## config.mk

```make
export PLATFORM = sky130hd
export DESIGN_NAME = bcd_load_counter_flat
export DESIGN_NICKNAME = d
export VERILOG_FILES = /design/src/rtl/bcd_load_counter_pkg.sv /design/src/rtl/bcd_load_counter_if.sv /design/src/rtl/bcd_digit_valid.sv /design/src/rtl/bcd_load_counter.sv /design/src/flat_wrapper.sv
export SDC_FILE = /design/constraint.sdc
export NUM_CORES = 1
export LEC_CHECK = 0
export CORE_MARGIN = 2
export CORE_UTILIZATION = 55
export DETAILED_ROUTE_END_ITERATION = 10
export GPL_TIMING_DRIVEN = 1
export PLACE_DENSITY = 0.79
export SYNTH_ARGS = -nofsm -noshare
export SYNTH_HDL_FRONTEND = slang
export SYNTH_SLANG_ARGS = --single-unit
```

## constraint.sdc

```tcl
create_clock -name clk -period 3.2 [get_ports clk]
set_input_delay 0.96 -clock clk [delete_from_list [all_inputs] [get_ports clk]]
set_output_delay 0.96 -clock clk [all_outputs]
set_load 0.02 [all_outputs]
```

## src/rtl/bcd_load_counter_pkg.sv

```systemverilog
// Shared types and constants for the loadable BCD counter.
// Latency: n/a (declarations only).
// Backpressure: n/a.
package bcd_load_counter_pkg;

   localparam int BCD_W = 4;                          // bits per BCD digit
   localparam logic [BCD_W-1:0] BCD_MAX = 4'd9;       // largest legal digit

   typedef logic [BCD_W-1:0] bcd_t;

   typedef enum logic [1:0] {
      IDLE   = 2'd0,
      LOAD   = 2'd1,
      COMMIT = 2'd2
   } state_t;

endpackage

```

## src/rtl/bcd_load_counter_if.sv

```systemverilog
// Count control, digit-serial load handshake and counter outputs in one bundle.
// Latency: n/a (wires only).
// Backpressure: ld_ready from the counter gates ld_valid/ld_digit transfers.
// Ports: en, up, ld_valid, ld_digit driven by the master;
//        ld_ready, q, carry, err driven by the counter (slave).
interface bcd_load_counter_if
   import bcd_load_counter_pkg::*;
#(
   parameter int DIGITS = 2
);
   logic                    en;
   logic                    up;
   logic                    ld_valid;
   bcd_t                    ld_digit;
   logic                    ld_ready;
   logic [BCD_W*DIGITS-1:0] q;
   logic                    carry;
   logic                    err;

   modport master (
      output en, up, ld_valid, ld_digit,
      input  ld_ready, q, carry, err
   );

   modport slave (
      input  en, up, ld_valid, ld_digit,
      output ld_ready, q, carry, err
   );
endinterface

```

## src/rtl/bcd_digit_valid.sv

```systemverilog
// Flags whether a 4-bit code is a legal BCD digit (0..9).
// Latency: combinational.
// Backpressure: none.
// Ports: code (in, 4 bits), ok (out, 1 = legal digit).
module bcd_digit_valid
   import bcd_load_counter_pkg::*;
(
   input  bcd_t code,
   output logic ok
);
   assign ok = (code <= BCD_MAX);
endmodule

```

## src/rtl/bcd_load_counter.sv

```systemverilog
// Up/down BCD counter with a digit-serial (LS digit first) parallel load.
// Latency: count visible 1 cycle after en; loaded value visible the cycle after COMMIT.
// Backpressure: ld_ready is low only during the single COMMIT cycle.
// Ports: clk, rst (sync, active high), bus (bcd_load_counter_if.slave).
module bcd_load_counter
   import bcd_load_counter_pkg::*;
#(
   parameter int DIGITS = 2
)
(
   input  logic               clk,
   input  logic               rst,
   bcd_load_counter_if.slave  bus
);
   localparam int QW    = BCD_W * DIGITS;
   localparam int IDX_W = 2;

   state_t            state, state_n;
   logic [IDX_W-1:0]  idx, idx_n;
   logic [QW-1:0]     shadow, shadow_n;
   logic [QW-1:0]     q_r, q_n;
   logic              carry_r, carry_n;
   logic              err_r, err_n;

   logic              xfer;
   logic              dig_ok;
   logic [QW-1:0]     step;
   logic [DIGITS:0]   rip;    // rip[i]: digit i must change (all lower digits wrapped)

   bcd_digit_valid u_valid (
      .code (bus.ld_digit),
      .ok   (dig_ok)
   );

   assign bus.ld_ready = (state != COMMIT);
   assign xfer         = bus.ld_valid && bus.ld_ready;

   // Per-digit ripple: a digit steps when every lower digit rolled over;
   // it rolls over itself when it sits at the end of its range for the direction.
   assign rip[0] = 1'b1;
   for (genvar g = 0; g < DIGITS; g++) begin : g_dig
      bcd_t d;
      logic at_end;
      assign d        = q_r[g*BCD_W +: BCD_W];
      assign at_end   = bus.up ? (d == BCD_MAX) : (d == '0);
      assign rip[g+1] = rip[g] & at_end;
      assign step[g*BCD_W +: BCD_W] =
         !rip[g] ? d :
         at_end  ? (bus.up ? bcd_t'(0) : BCD_MAX) :
                   (bus.up ? d + 4'd1 : d - 4'd1);
   end

   always_comb begin
      state_n  = state;
      idx_n    = idx;
      shadow_n = shadow;
      q_n      = q_r;
      carry_n  = 1'b0;
      err_n    = 1'b0;
      case (state)
         IDLE: begin
            if (xfer) begin
               // a transfer wins over counting in the same cycle
               if (!dig_ok) begin
                  shadow_n = '0;
                  idx_n    = '0;
                  err_n    = 1'b1;
               end else begin
                  shadow_n[BCD_W-1:0] = bus.ld_digit;
                  if (DIGITS == 1) begin
                     state_n = COMMIT;
                     idx_n   = '0;
                  end else begin
                     state_n = LOAD;
                     idx_n   = IDX_W'(1);
                  end
               end
            end else if (bus.en) begin
               q_n     = step;
               carry_n = rip[DIGITS];
            end
         end
         LOAD: begin
            if (xfer) begin
               if (!dig_ok) begin
                  state_n  = IDLE;
                  shadow_n = '0;
                  idx_n    = '0;
                  err_n    = 1'b1;
               end else begin
                  for (int i = 0; i < DIGITS; i++) begin
                     if (idx == IDX_W'(i)) shadow_n[i*BCD_W +: BCD_W] = bus.ld_digit;
                  end
                  if (idx == IDX_W'(DIGITS-1)) begin
                     state_n = COMMIT;
                     idx_n   = '0;
                  end else begin
                     idx_n = idx + IDX_W'(1);
                  end
               end
            end
         end
         COMMIT: begin
            q_n     = shadow;
            state_n = IDLE;
            idx_n   = '0;
         end
         default: begin
            state_n = IDLE;
            idx_n   = '0;
         end
      endcase
   end

   always_ff @(posedge clk) begin
      if (rst) begin
         state   <= IDLE;
         idx     <= '0;
         shadow  <= '0;
         q_r     <= '0;
         carry_r <= 1'b0;
         err_r   <= 1'b0;
      end else begin
         state   <= state_n;
         idx     <= idx_n;
         shadow  <= shadow_n;
         q_r     <= q_n;
         carry_r <= carry_n;
         err_r   <= err_n;
      end
   end

   assign bus.q     = q_r;
   assign bus.carry = carry_r;
   assign bus.err   = err_r;

endmodule

```

## src/flat_wrapper.sv

```systemverilog
// flat-port wrapper written by rule: the top's interface ports become plain ports
module bcd_load_counter_flat import bcd_load_counter_pkg::*;
#(
   parameter int DIGITS = 2
)
  (clk, rst, bus_en, bus_up, bus_ld_valid, bus_ld_digit, bus_ld_ready, bus_q, bus_carry, bus_err);
  bcd_load_counter_if #(.DIGITS(DIGITS)) bus_i ();
  input  logic clk;
  input  logic rst;
  input wire logic [$bits(bus_i.en)-1:0] bus_en;
  input wire logic [$bits(bus_i.up)-1:0] bus_up;
  input wire logic [$bits(bus_i.ld_valid)-1:0] bus_ld_valid;
  input wire logic [$bits(bus_i.ld_digit)-1:0] bus_ld_digit;
  output wire logic [$bits(bus_i.ld_ready)-1:0] bus_ld_ready;
  output wire logic [$bits(bus_i.q)-1:0] bus_q;
  output wire logic [$bits(bus_i.carry)-1:0] bus_carry;
  output wire logic [$bits(bus_i.err)-1:0] bus_err;
  assign bus_i.en = bus_en;
  assign bus_i.up = bus_up;
  assign bus_i.ld_valid = bus_ld_valid;
  assign bus_i.ld_digit = bus_ld_digit;
  assign bus_ld_ready = bus_i.ld_ready;
  assign bus_q = bus_i.q;
  assign bus_carry = bus_i.carry;
  assign bus_err = bus_i.err;
  bcd_load_counter #(.DIGITS(DIGITS)) u_core (.clk(clk), .rst(rst), .bus(bus_i));
endmodule
```

### Yosys cells after proc, flatten, opt, wreduce, memory -nomap -nowiden

Index checks and enable logic that the tools add are counted.

* reduce and logical (&&, ||, !) cells: 16
* div/mod/pow operators: 0
* multiplexer cells: 32
* magnitude comparators: 1
* multipliers: 0
* equality and inequality tests: 15
* add/subtract/negate cells: 5
* shifts and indexed selects: 0
* bitwise gates (word level): 5

Operators with widths (number)
* 4-bit 2-to-1 mux: 10
* 8-bit 2-to-1 mux: 5
* 8-bit one-hot mux with 2 select lines: 2
* 2-bit 2-to-1 mux: 9
* 4-bit AND reduction: 3
* 4-bit by 1-bit adder with 4-bit output (second input constant): 2
* 4-bit equality test (second input constant): 2
* 4-bit zero test: 2
* 2-bit by 1-bit inequality test with 1-bit output (second input constant): 4
* 2-bit inequality test (second input constant): 4
* 2-bit one-hot mux with 2 select lines: 2
* 4-bit by 1-bit subtractor with 4-bit output (second input constant): 2
* 3-bit inequality test (second input constant): 2
* 5-bit AND reduction: 1
* 2-bit by 1-bit equality test with 1-bit output (second input constant): 2
* 4-bit <= comparator (second input constant): 1
* 2-bit zero test: 2
* 1-bit 2-to-1 mux: 4
* 1-bit inverter: 4
* 2-bit nonzero test: 2
* 4-bit OR reduction: 1
* 3-bit AND reduction: 1
* 3-bit OR reduction: 1
* 2-bit by 1-bit adder with 2-bit output (second input constant): 1
* 5 further kinds: 5

* register bits after elaboration: 22
* ROM bits: 0
* word-level logic and storage cells: 82
* memories kept: 0
* memory bits (writable): 0
* output and inout bits: 11
* latch bits: 0

### Longest topological paths before layout

Gate-level depths: netlist of run 1.

* depth in word-level cells: 7
* mapped depth: 7

### Hierarchy

Synthesis of run 1 repeated with hierarchy kept, for this count alone.

* cell total of the unflattened synthesis: 156
* area, all modules: 1353.8 um2

Modules (own cells, without submodules)
* bcd_load_counter: area an instance 1348.8 um2, cells an instance 155, times used 1
* bcd_digit_valid: area an instance 5.0 um2, cells an instance 1, times used 1

### Worst setup path before layout of run 1

No wires, ideal clock.

* path kind: input-to-reg
* from: input bus_up
* to: register u_core.q_r[7], in the netlist u_core.bus.q[7]
* data required time: 3.114 ns
* cell stages on the path: 7
* arrival: 2.351 ns
* setup slack: 0.763 ns
* path buffers: 1
* path through: buf_4 -> inv_1 -> ha_1 -> nand3_2 -> a2111o_1 -> a21o_1 -> a211oi_1

* cells in the longest elaborated chain, start to end: 6

Ends and longest elaborated chain
* start: declaration: RTL line flat_wrapper.sv:11 `input wire logic [$bits(bus_i.up)-1:0] bus_up;`
* 4-bit 2-to-1 mux (tied with other cells): RTL line bcd_load_counter.sv:50 `(bus.up ? d + 4'd1 : d - 4'd1);`
* 4-bit 2-to-1 mux: RTL line bcd_load_counter.sv:49 `at_end ? (bus.up ? bcd_t'(0) : BCD_MAX) :`
* 4-bit 2-to-1 mux: RTL line bcd_load_counter.sv:48 `!rip[g] ? d :`
* 8-bit 2-to-1 mux: RTL line bcd_load_counter.sv:78 `end else if (bus.en) begin`
* 8-bit 2-to-1 mux: RTL line bcd_load_counter.sv:62 `if (xfer) begin`
* 8-bit one-hot mux with 2 select lines: RTL line bcd_load_counter.sv:60 `case (state)`
* end signal: assignment: RTL line bcd_load_counter.sv:127 `q_r <= q_n;`
* end: declaration: RTL line bcd_load_counter.sv:21 `logic [QW-1:0] q_r, q_n;`

Several ways; a longest one is shown, not always the timed one. The select of a mux whose other input is x is not followed.
A chain may end at the register's enable or synchronous reset.

### Final worst setup path of run 1

* from: register u_core.state[0]
* to: output bus_ld_ready

* cells in the longest elaborated chain, start to end: 1

Ends and longest elaborated chain
* start: declaration: RTL line bcd_load_counter.sv:18 `state_t state, state_n;`
* start signal: assignment: RTL line bcd_load_counter.sv:124 `state <= state_n;`
* 2-bit inequality test: RTL line bcd_load_counter.sv:35 `assign bus.ld_ready = (state != COMMIT);`
* end: declaration: RTL line flat_wrapper.sv:14 `output wire logic [$bits(bus_i.ld_ready)-1:0] bus_ld_ready;`

No other way between the ends.

==> impl_metrics.csv, run 1 <==
group,metric,value,unit
final_layout,layout.cells.non_filler,195,
critical_path,cp-end-kind,"output port",
floorplanning,die_h,53.3,microns
global_route,grt_use_total,23.9,%
critical_path,crit_path_start,"u_core.state[0]$_SDFFE_PP0P_",
power,peakVddDrop,0.534,mV
critical_path,crit_type,"reg2out",
synthesis,synth_commonest_cells,"22 x dfxtp_1, 18 x nor2_1, 7 x a21oi_1, 7 x nor3_1",
placement,globalplace.congestion,0.831,
drt,top_layer,"met4",
clock_network,clk_path_buf_depth,2,
synthesis,yosys_most_used_dff,"dfxtp_1",
critical_path,path_cells,"nor2b_1 > inv_1 > clkdlybuf4s50_1",
final_layout,diodes,0,
drt,dr.first_iter.drc_count,19,
synthesis,yosysTopAreaCellShare,32.9,%
synthesis,synth_largest_area_cell,"dfxtp_1",
clock_network,cts_buffers,3,
final_layout,drive_gt1_share,12.0,%
global_route,grt_pass1_vias,1129,
synthesis,synthTopCellsByArea,"dfxtp_1 33%, nor2_1 5.0%, ha_1 3.7%, fa_1 3.0%, a211oi_1 2.8%",
critical_path,crit_family,"buffers and inverters",
clock_network,path_clk_slew,0.13,ns
synthesis,ys_ff_latch,22,
critical_path,crit_fanout,9,
outcome,status,"complete, no violations",
placement,port_buffers,19,
floorplanning,die_w,53.3,microns
critical_path,cp-endpoint,"bus_ld_ready",
drt,vias_per_cell,6.04,
timing,finalWorstSetupSlack,0.254,ns
floorplanning,die-area,2840,sq um
clock_network,htree_levels,1,
global_route,grt_overflow_total,0,
placement,dp.cells,191,
power,p_leak,0.583,nW
synthesis,syn_nets,164,
critical_path,worst-path-stages,3,
floorplanning,rows,17,
power,power_density,404,nW/um^2
clock_network,clockRootBuffer,"clkbuf_4",
global_route,grt_antenna_before_repair,0,
final_layout,seqCellArea,440,sq um
clock_network,cts_resized,0,
global_route,grt_max_degree,17,
timing,rsz0062_at_grt,"false",
critical_path,rrSetupSlack,1.47,ns
floorplanning,initial_core_util,59.4,%
clock_network,holdBufCountCts,0,
clock_network,insertion_delay,0.31,ns
timing,fin_tns_setup,0,ns
drt,postRouteAntennaNets,0,
drt,vias,1177,
timing,max_freq,0.339,GHz
synthesis,synth_most_common_cell,"dfxtp_1",
critical_path,arrival,1.99,ns
synthesis,synth_cells,149,
placement,dp_hpwl,2210,microns
placement,pre_cts_ws,0.281,ns
synthesis,synth_area_per_cell,8.99,sq um
final_layout,multi_input_area,837,sq um
critical_path,r2r_end,"u_core.bus.q[7]$_SDFFE_PP0P_",
final_layout,n_fill_cell,199,
drt,wirelength,2980,microns
timing,slew_headroom,62.0,%
drt,drc,0,
clock_network,clock-sinks,22,
synthesis,synth_seq_area_share,32.9,%
floorplanning,io_pins,20,
final_layout,area_growth_syn_to_layout,19.0,%
synthesis,synthesis.area,1340,sq um
critical_path,regToRegStartpoint,"u_core.bus.q[6]$_SDFFE_PP0P_",
synthesis,yosys_warnings,0,
synthesis,yosysUniqueCellTypes,47,
final_layout,final_net_count,183,
timing,setup_viol,0,
timing,maxSlewViolCount,0,
global_route,grt_pass1_wl,4990,microns
synthesis,synth_edf_count,0,
critical_path,worst_setup_path_start_kind,"register",
critical_path,worst_path_max_delay_cell,"clkdlybuf4s50_1",
timing,post-route-min-period,2.95,ns
critical_path,required,2.24,ns
drt,dr_wl_met3,81,microns
critical_path,critPathBufInv,2,
critical_path,worstRegToRegCells,5,
timing,fin_crit_sh,92.1,%
clock_network,cts_tree,"done",
job,drv_cap,0,
timing,worst-slew-pin-transition,0.568,ns
synthesis,async_flop_share,0,%
drt,wl_per_cell,15.3,microns
hold_path,worstHoldPathType,"reg2reg",
clock_network,post-cts-setup-buffers,0,
timing,hold_viol_final,0,
drt,wl_met1,1390,microns
floorplanning,core,2250,sq um
drt,met2_length,1470,microns
critical_path,critPathMaxStageDelay,0.56,ns
drt,detail_route.first_pass.iterations,4,
timing,finClkSkew,0.0155,ns
[tightest hold or removal path: cells and delay by family, from the launching register on]
family / cells / cell delay (ns)
AOI/OAI and AO/OA: 1 / 0.06
DFF: 1 / 0.33
and+or+nand+nor: 1 / 0.07
[cells by family (layout without fill, tap and decap cells)]
group	count (synthesis)	in the layout	share of synthesized area, %
XOR/XNOR	5	5	3.27
multiplexers	2	2	1.50
AND/OR/NAND/NOR	61	61	26.2
adder cells (fa/ha/maj)	6	6	6.73
flip-flops	22	22	32.9
AO/OA/AOI/OAI	41	41	24.9
buffers and inverters	12	30	4.58
[final cells by class]
cell class / instances / share of cell area (%)
well taps: 28 / 2.20
flip-flops and latches: 22 / 27.7
inverters: 4 / 0.943
clock inverters: 1 / 1.89
repair buffers: 22 / 13.4
clock buffers: 3 / 1.41
multi-input cells: 115 / 52.6
[report_power, final]
part           internal [mW]  leakage (nW)  switching (mW)
Clock                  0.127        0.0279          0.0863
Sequential             0.285         0.179          0.0179
Combinational         0.0604         0.376          0.0679
Total                  0.472         0.583           0.172
[placed cells by master, fill, tap and decap left out, types with 3 or more instances in the layout]
| cell | netlist | routed |
|---|---|---|
| clkdlybuf4s50_1 | 0 | 19 |
| a211oi_1 | 5 | 5 |
| nand3_1 | 4 | 4 |
| nor2_1 | 18 | 18 |
| xnor2_1 | 3 | 3 |
| dfxtp_1 | 22 | 22 |
| o21ai_0 | 6 | 6 |
| nor3_1 | 7 | 7 |
| inv_1 | 4 | 4 |
| clkbuf_4 | 0 | 3 |
| a31oi_1 | 4 | 4 |
| o211a_1 | 3 | 3 |
| buf_4 | 1 | 3 |
| a21oi_1 | 7 | 7 |
| nand2b_1 | 5 | 5 |
| a22oi_1 | 4 | 4 |
| ha_1 | 4 | 4 |
| nand2_1 | 6 | 6 |
| nand3b_1 | 4 | 4 |
[worst min path at each step]
| stage | startpoint | endpoint | slack, ns | cells past startpoint |
|---|---|---|---|---|
| after floorplan | u_core.shadow[0]$_SDFFE_PP0P_ | u_core.shadow[0]$_SDFFE_PP0P_ | 0.45 | 2 |
| after global placement | u_core.shadow[2]$_SDFFE_PP0P_ | u_core.shadow[2]$_SDFFE_PP0P_ | 0.47 | 2 |
| after detailed placement | u_core.shadow[0]$_SDFFE_PP0P_ | u_core.shadow[0]$_SDFFE_PP0P_ | 0.47 | 2 |
| after CTS | u_core.shadow[0]$_SDFFE_PP0P_ | u_core.shadow[0]$_SDFFE_PP0P_ | 0.49 | 2 |
| after global routing | u_core.shadow[1]$_SDFFE_PP0P_ | u_core.shadow[1]$_SDFFE_PP0P_ | 0.53 | 2 |
| final | u_core.shadow[0]$_SDFFE_PP0P_ | u_core.shadow[0]$_SDFFE_PP0P_ | 0.49 | 2 |
[through the flow]
step | hold WS (ns) | util (%) | cell area (sq um) | total power, mW
final | 0.490 | 70.6 | 1590 | 0.644
after global routing | 0.530 | 70.6 | 1590 | 0.669
after CTS | 0.490 | 70.6 | 1590 | 0.647
after global placement | 0.466 | 68.3 | 1540 | 0.430
after floorplan | 0.446 | - | 1340 | 0.393
after detailed placement | 0.472 | 68.3 | 1540 | 0.435
[metal layers]
layer	up-vias	GRT usage [%]
met5	-	0
met4	0	8.12
met3	6	5.37
met2	22	40.1
met1	564	29.7
li1	585	-
[sequential cells by signal, indices dropped and copies added, names as in the netlist]
register	flops
u_core.bus.q	8
u_core.bus.carry	1
u_core.idx	2
u_core.shadow	8
u_core.state	2
u_core.bus.err	1
Note: power is estimated with default switching activity, not from simulation.
==> run 2: changes to the inputs <==
- GPL_ROUTABILITY_DRIVEN: default -> 0
==> results of run 2 <==
Same layout as run 1: the final DEF is identical, and so are final timing and power.
==> run 3: changes to the inputs <==
- REMOVE_ABC_BUFFERS: default -> 1
==> impl_metrics.csv, run 3 (synthesized netlist as in run 1, its figures left out) <==
group,metric,value,unit
floorplanning,initial_core_util,59.4,%
global_route,grt_max_degree,14,
timing,worst-slew-pin-transition,0.600,ns
drt,postRouteAntennaNets,0,
global_route,top_usage_layer,"met2",
global_route,grt_pass1_vias,1085,
clock_network,holdBufCountCts,0,
timing,holdWs,0.495,ns
hold_path,hold_start,"u_core.shadow[0]$_SDFFE_PP0P_",
critical_path,worstRegToRegCells,5,
global_route,grt_overflow_total,0,
timing,rsz0062_at_grt,"false",
timing,hold_viol_final,0,
clock_network,clockRootBuffer,"clkbuf_4",
critical_path,regToRegStartpoint,"u_core.bus.q[6]$_SDFFE_PP0P_",
critical_path,rrSetupSlack,1.45,ns
floorplanning,rows,17,
placement,port_buffers,19,
critical_path,cp-end-kind,"output port",
floorplanning,io_pins,20,
final_layout,final_common_cell,"dfxtp_1",
clock_network,cts_tree,"done",
global_route,grt_pass1_wl,4820,microns
critical_path,r2r_end,"u_core.bus.q[7]$_SDFFE_PP0P_",
drt,dr.first_iter.drc_count,47,
clock_network,cts_resized,0,
timing,slew_headroom,59.9,%
critical_path,crit_fanout,9,
clock_network,clk_path_buf_depth,2,
timing,setup_viol,0,
critical_path,arrival,1.99,ns
global_route,met1_usage,30.2,%
drt,detail_route.first_pass.iterations,4,
outcome,status,"complete, no violations",
timing,fin_crit_sh,92.3,%
drt,wirelength,2890,microns
clock_network,path_clk_slew,0.11,ns
power,power_density,354,nW/um^2
drt,wl_per_cell,14.9,microns
floorplanning,die_w,53.3,microns
placement,detailed_place.area,1540,sq um
clock_network,clock-sinks,22,
floorplanning,die_h,53.3,microns
global_route,grt_antenna_before_repair,0,
drt,vias,1200,
drt,vias_per_cell,6.19,
timing,finClkSkew,0.00278,ns
final_layout,final_net_count,183,
clock_network,post-cts-setup-buffers,0,
timing,fin_tns_setup,0,ns
final_layout,layout_common_cells,"22 x dfxtp_1, 19 x clkdlybuf4s50_1, 18 x nor2_1",
clock_network,htree_levels,1,
floorplanning,core,2250,sq um
timing,maxSlewViolCount,0,
final_layout,n_fill_cell,189,
final_layout,drive_gt1_share,11.4,%
critical_path,required,2.24,ns
drt,drc,0,
floorplanning,die-area,2840,sq um
job,drv_cap,0,
power,p_leak,0.569,nW
global_route,met2_usage,37.7,%
clock_network,cts_buffers,3,
placement,dp_hpwl,2130,microns
clock_network,insertion_delay,0.30,ns
hold_path,holdPathStages,2,
timing,max_freq,0.339,GHz
final_layout,area_growth_syn_to_layout,16.7,%
final_layout,diodes,0,
critical_path,crit_type,"reg2out",
power,peakVddDrop,0.347,mV
hold_path,min_to,"u_core.shadow[0]$_SDFFE_PP0P_",
critical_path,worst_setup_path_start_kind,"register",
final_layout,finalInstanceArea,1560,sq um
timing,post-route-min-period,2.95,ns
global_route,grt_use_total,23.0,%
global_route,grtUsageMet3,5.93,%
hold_path,worstHoldPathType,"reg2reg",
==> run 3: stage by stage <==
step                setup WS, ns  util [%]  instances  power (mW)
floorplan                  0.917         -        141       0.383
detailed placement         0.291      68.3        191       0.434
finish                     0.246      69.3        194       0.553
global route              0.0890      69.3        194       0.579
CTS                        0.273      69.3        194       0.554
global placement           0.386      68.3        191       0.430
==> run 3: worst max-delay path by stage <==
stage | start | endpoint | slack (ns) | cells after the start
4_1_cts | u_core.state[0]$_SDFFE_PP0P_ | bus_ld_ready | 0.27 | 3
6_report | u_core.state[0]$_SDFFE_PP0P_ | bus_ld_ready | 0.25 | 3
5_1_grt | u_core.state[0]$_SDFFE_PP0P_ | bus_ld_ready | 0.09 | 3
2_1_floorplan | bus_up | u_core.bus.q[7]$_SDFFE_PP0P_ | 0.92 | 6
3_3_place_gp | bus_up | u_core.bus.q[7]$_SDFFE_PP0P_ | 0.39 | 7
3_5_place_dp | bus_up | u_core.bus.q[7]$_SDFFE_PP0P_ | 0.29 | 7
==> run 3: metal layers <==
| layer | vias up | share of wire (%) |
|---|---|---|
| met2 | 48 | 47 |
| met4 | 0 | 1.1 |
| met5 | - | 0 |
| met3 | 6 | 5.6 |
| li1 | 583 | - |
| met1 | 563 | 46 |
==> run 3: power by group <==
part / internal, mW / leakage (nW) / total [mW] / switching [mW]
combinational: 0.0605 / 0.376 / 0.127 / 0.0663
clock: 0.0440 / 0.0138 / 0.123 / 0.0792
sequential: 0.285 / 0.179 / 0.303 / 0.0182
total: 0.389 / 0.569 / 0.553 / 0.164
==> run 3: cell type report <==
class                      count  area [sq um]  area share, %
tap                           28          35.0           2.24
inverter                       4          15.0          0.961
clock buffer                   3          22.5           1.44
multi-input combinational    115           837           53.6
sequential                    22           440           28.2
timing repair buffer          22           213           13.6
==> run 3: critical path: stages, from the launching register on <==
cell	delay (ns)
dfxtp_1	0.45
nor2b_1	0.54
inv_1	0.13
clkdlybuf4s50_1	0.57
